<file path="src/rtl/mux_select_bank_if.sv">
// Shared 32-entry data set, selects and combinational/registered results of the mux bank.
interface mux_select_bank_if #(
    parameter int unsigned N = 32
);
    logic [N-1:0] d [32];
    logic         sel2;
    logic [3:0]   sel16;
    logic [4:0]   sel32;
    logic [N-1:0] y2;
    logic [N-1:0] y16;
    logic [N-1:0] y32;
    logic [N-1:0] q2;
    logic [N-1:0] q16;
    logic [N-1:0] q32;

    modport master (
        output d, sel2, sel16, sel32,
        input  y2, y16, y32, q2, q16, q32
    );

    modport slave (
        input  d, sel2, sel16, sel32,
        output y2, y16, y32, q2, q16, q32
    );
endinterface

</file>
<file path="src/rtl/mux_select_bank.sv">
// Bank of 2:1, 16:1 and 32:1 binary-select muxes built as trees of 2:1 leaf cells,
// each with a combinational result and a one-cycle registered copy.
module mux_select_bank #(
    parameter int unsigned N = 32
) (
    input logic           clk,
    input logic           rst,
    mux_select_bank_if.slave bus
);

    typedef logic [N-1:0] word_t;

    // Leaf cell; the conditional operator keeps standard X propagation on the select.
    function automatic word_t mux2(input logic s, input word_t a, input word_t b);
        return s ? b : a;
    endfunction

    function automatic word_t mux4(input logic [1:0] s, input logic [3:0][N-1:0] v);
        return mux2(s[1], mux2(s[0], v[0], v[1]), mux2(s[0], v[2], v[3]));
    endfunction

    function automatic word_t mux8(input logic [2:0] s, input logic [7:0][N-1:0] v);
        return mux2(s[2], mux4(s[1:0], v[3:0]), mux4(s[1:0], v[7:4]));
    endfunction

    function automatic word_t mux16(input logic [3:0] s, input logic [15:0][N-1:0] v);
        return mux2(s[3], mux8(s[2:0], v[7:0]), mux8(s[2:0], v[15:8]));
    endfunction

    function automatic word_t mux32(input logic [4:0] s, input logic [31:0][N-1:0] v);
        return mux2(s[4], mux16(s[3:0], v[15:0]), mux16(s[3:0], v[31:16]));
    endfunction

    logic [31:0][N-1:0] d_p;
    word_t y2, y16, y32;
    word_t q2_q, q16_q, q32_q;

    always_comb begin
        for (int i = 0; i < 32; i++) begin
            d_p[i] = bus.d[i];
        end
    end

    always_comb begin
        y2  = mux2(bus.sel2, d_p[0], d_p[1]);
        y16 = mux16(bus.sel16, d_p[15:0]);
        y32 = mux32(bus.sel32, d_p);
    end

    always_ff @(posedge clk or posedge rst) begin
        if (rst) begin
            q2_q  <= '0;
            q16_q <= '0;
            q32_q <= '0;
        end else begin
            q2_q  <= y2;
            q16_q <= y16;
            q32_q <= y32;
        end
    end

    assign bus.y2  = y2;
    assign bus.y16 = y16;
    assign bus.y32 = y32;
    assign bus.q2  = q2_q;
    assign bus.q16 = q16_q;
    assign bus.q32 = q32_q;

endmodule

</file>
<file path="src/flat_wrapper.sv">
// flat-port wrapper written by rule: the top's interface ports become plain ports
module mux_select_bank_flat 
#(
    parameter int unsigned N = 32
)
  (clk, rst, bus_d, bus_sel2, bus_sel16, bus_sel32, bus_y2, bus_y16, bus_y32, bus_q2, bus_q16, bus_q32);
  mux_select_bank_if #(.N(N)) bus_i ();
  input logic clk;
  input logic rst;
  input wire logic [$bits(bus_i.d)-1:0] bus_d;
  input wire logic [$bits(bus_i.sel2)-1:0] bus_sel2;
  input wire logic [$bits(bus_i.sel16)-1:0] bus_sel16;
  input wire logic [$bits(bus_i.sel32)-1:0] bus_sel32;
  output wire logic [$bits(bus_i.y2)-1:0] bus_y2;
  output wire logic [$bits(bus_i.y16)-1:0] bus_y16;
  output wire logic [$bits(bus_i.y32)-1:0] bus_y32;
  output wire logic [$bits(bus_i.q2)-1:0] bus_q2;
  output wire logic [$bits(bus_i.q16)-1:0] bus_q16;
  output wire logic [$bits(bus_i.q32)-1:0] bus_q32;
  assign bus_i.d = {>>{bus_d}};
  assign bus_i.sel2 = bus_sel2;
  assign bus_i.sel16 = bus_sel16;
  assign bus_i.sel32 = bus_sel32;
  assign bus_y2 = bus_i.y2;
  assign bus_y16 = bus_i.y16;
  assign bus_y32 = bus_i.y32;
  assign bus_q2 = bus_i.q2;
  assign bus_q16 = bus_i.q16;
  assign bus_q32 = bus_i.q32;
  mux_select_bank #(.N(N)) u_core (.clk(clk), .rst(rst), .bus(bus_i));
endmodule
</file>
<file path="config.mk">
export PLATFORM = sky130hd
export DESIGN_NAME = mux_select_bank_flat
export DESIGN_NICKNAME = d
export VERILOG_FILES = /design/src/rtl/mux_select_bank_if.sv /design/src/rtl/mux_select_bank.sv /design/src/flat_wrapper.sv
export SDC_FILE = /design/constraint.sdc
export NUM_CORES = 1
export LEC_CHECK = 0
export BUFFER_PORTS_ARGS = -buffer_cell sky130_fd_sc_hd__clkbuf_2
export CAP_MARGIN = 30
export CORE_AREA = 2 2 483 485
export DETAILED_ROUTE_END_ITERATION = 12
export DIE_AREA = 0 0 485 487
export GPL_TIMING_DRIVEN = 0
export SETUP_SLACK_MARGIN = 0.02
export SKIP_CTS_REPAIR_TIMING = 1
export SYNTH_ARGS = -nofsm -noshare
export SYNTH_HDL_FRONTEND = slang
export SYNTH_SLANG_ARGS = --single-unit
</file>
<file path="constraint.sdc">
create_clock -name clk -period 2.8 [get_ports clk]
set_input_delay 0.14 -clock clk [delete_from_list [all_inputs] [get_ports clk]]
set_output_delay 0.14 -clock clk [all_outputs]
set_load 0.005 [all_outputs]
</file>
==> results.json <==
{
  "wirelength_um": 230000,
  "worst-setup-path-type": "input pin to primary output",
  "drive_above_1_share_pct": 60.7,
  "path_clk_slew_ns": 0.13,
  "initial_core_util_pct": 6.61,
  "grt-ovfl-total": 0,
  "yosys-top-cells-area": "mux2i_1 (33%), mux4_2 (23%), dfrtp_1 (16%)",
  "worst_slew_pin_slew_ns": 0.898,
  "wire_per_inst_um": 38.8,
  "final_antenna_net_count": 0,
  "yosysWarningCount": 0,
  "fin_util_pct": 12.0,
  "core_area_um2": 231000,
  "htreeDepth": 3,
  "hold-path-endpoint": "u_core.bus.q2[20]",
  "whs_path_depth": 2,
  "hold_class": "input pin to register",
  "postPlaceCellArea_um2": 26100,
  "fillers": 26800,
  "hp-start": "bus_d[1012]",
  "drc": 0,
  "finalCriticalPeriod_ns": 2.81,
  "place_congestion": 0.968,
  "slew_viol_final": 0,
  "start_kind": "input pin",
  "clockBufferDepth": 2,
  "rsz0062_at_grt": "true",
  "status": "finished, violations left",
  "cp_max_fo": 11,
  "power_density_nw_per_um2": 310,
  "via_per_inst": 3.64,
  "ys_seq_elements": 96,
  "ir_drop_mv": 0.320,
  "syn_inst": 1486,
  "cts_buffers": 9,
  "yosysTopAreaCellShare_pct": 33.5,
  "syn_avg_cell_area_um2": 10.3,
  "synthesis.nets": 2522,
  "grt_max_degree": 51,
  "die_w_um": 485,
  "first_pass_iters": 5,
  "antenna_found_initial": 172,
  "finalCritPeriodShare_pct": 100,
  "crit_chain": "clkbuf_4 -> buf_4 -> buf_8 -> buf_6 -> mux2i_1 -> buf_4 -> a22oi_1 -> nand3_1 -> nand3_1 -> clkbuf_2",
  "num_io_pins": 1228,
  "grtUsageTotal_pct": 18.7,
  "fmax_mhz": 356,
  "io_buffers": 1222,
  "fp.dieH_um": 487,
  "stdcell_area_um2": 27800,
  "nNetsFinal": 3838,
  "final_common_cell": "clkbuf_2",
  "drt_iter0_markers": 1855,
  "dp_hpwl_um": 205000,
  "root_buffer": "clkbuf_16",
  "seq_area_frac_synth_pct": 15.7,
  "cpPeakStageDelay_ns": 0.34,
  "die_area_um2": 236000,
  "rows": 177,
  "grt_pass1_wl_um": 273000,
  "via_count": 21600,
  "synthToLayoutAreaGrowth_pct": 81.6,
  "violations": "negative setup slack",
  "cp.arrival_ns": 2.67,
  "crit_slowest_cell": "nand3_1",
  "slew_headroom_pct": 40.1,
  "max-cap-violations": 0,
  "worstSetupEndpointType": "primary output",
  "synth_cell_types": 24,
  "hold_viol": 0,
  "cp.required_ns": 2.66,
  "grt_pass1_vias": 21200,
  "syn_area_um2": 15300,
  "worst_slack_ns": -0.00633,
  "p_leak_nw": 12.9,
  "cts_sinks": 96,
  "layout_common_cells": "clkbuf_2 (1257), mux2i_1 (494), mux4_2 (154)",
  "yosysTopAreaCell": "mux2i_1",
  "setup_viol": 1,
  "cts_tree": "built"
}
## flip-flops by register name, summed over array words and instances, names as in the netlist
register,count
u_core.bus.q16,32
u_core.bus.q2,32
u_core.bus.q32,32
## critical path: cells and delay by family
family	cells	cell delay [ns]
buffers and inverters	6	1.41
and+or+nand+nor	2	0.55
AOI/OAI and AO/OA	1	0.32
muxes	1	0.15
## cell families after synthesis
family	synth area share [%]
buffers and inverters	5.08
muxes	59.6
and+or+nand+nor	6.84
AOI/OAI and AO/OA	12.8
DFF	15.7
## how the worst max path moves through the flow
stage                         to  slack (ns)  cells past startpoint         start
2_1_floorplan  u_core.bus.q16[0]        0.15                      1           rst
3_3_place_gp    u_core.bus.q2[0]       -3.28                      2           rst
3_5_place_dp         bus_y32[29]       -1.44                      8  bus_sel32[1]
4_1_cts              bus_y32[29]       -1.45                      8  bus_sel32[1]
5_1_grt              bus_y32[12]       -0.04                      9  bus_sel32[1]
6_report              bus_y32[7]      -0.006                     10  bus_sel32[1]
## area by class of cell
type | count | area, µm² | share of cell area [%]
multi-input combinational | 1224 | 12700 | 45.7
clock buffer | 9 | 225 | 0.810
inverter | 1 | 8.76 | 0.0315
antenna | 84 | 210 | 0.756
tap | 3043 | 3810 | 13.7
sequential | 96 | 2400 | 8.65
clock inverter | 7 | 85.1 | 0.306
timing repair buffer | 1305 | 7250 | 26.1
buffer | 165 | 1090 | 3.92
## synth_stat cells, drive strengths merged
cell type and count:
a21oi 96, a22o 64, a22oi 96, a31oi 32
and2 1, buf 102, clkbuf 63, dfrtp 96
inv 1, mux2 32, mux2i 512, mux4 160
nand2 97, nand2b 2, nand3 96, nor2 1
nor2b 2, nor3 32, or2 1
## routing by layer
| metal | up-vias | global-route usage, % | wire length [µm] |
|---|---|---|---|
| li1 | 8749 | - | - |
| met1 | 10300 | 21.3 | 88000 |
| met2 | 1914 | 30.0 | 104000 |
| met3 | 561 | 7.95 | 25100 |
| met4 | 94 | 8.98 | 12600 |
| met5 | - | 0.0204 | 641 |
## power breakdown
group | leakage [nW] | total [mW] | switching, mW | internal [mW]
Clock | 0.147 | 1.77 | 1.05 | 0.721
Sequential | 1.12 | 1.61 | 0.0491 | 1.56
Combinational | 11.6 | 5.23 | 3.19 | 2.04
## metrics by stage
stage	setup WS [ns]	total power, mW	TNS (ns)	hold slack [ns]	std cells
after detailed placement	-1.44	6.74	-62.57	0.270	5807
final	-0.00633	8.60	-0.00633	0.0247	5934
after floorplan	0.155	3.38	0	0.321	1486
after global routing	-0.0382	9.05	-0.0411	0.00658	5894
after global placement	-3.28	6.60	-480.51	0.435	5751
after CTS	-1.45	8.63	-44.55	-0.305	5823
Note: power is estimated with default switching activity, not from simulation.
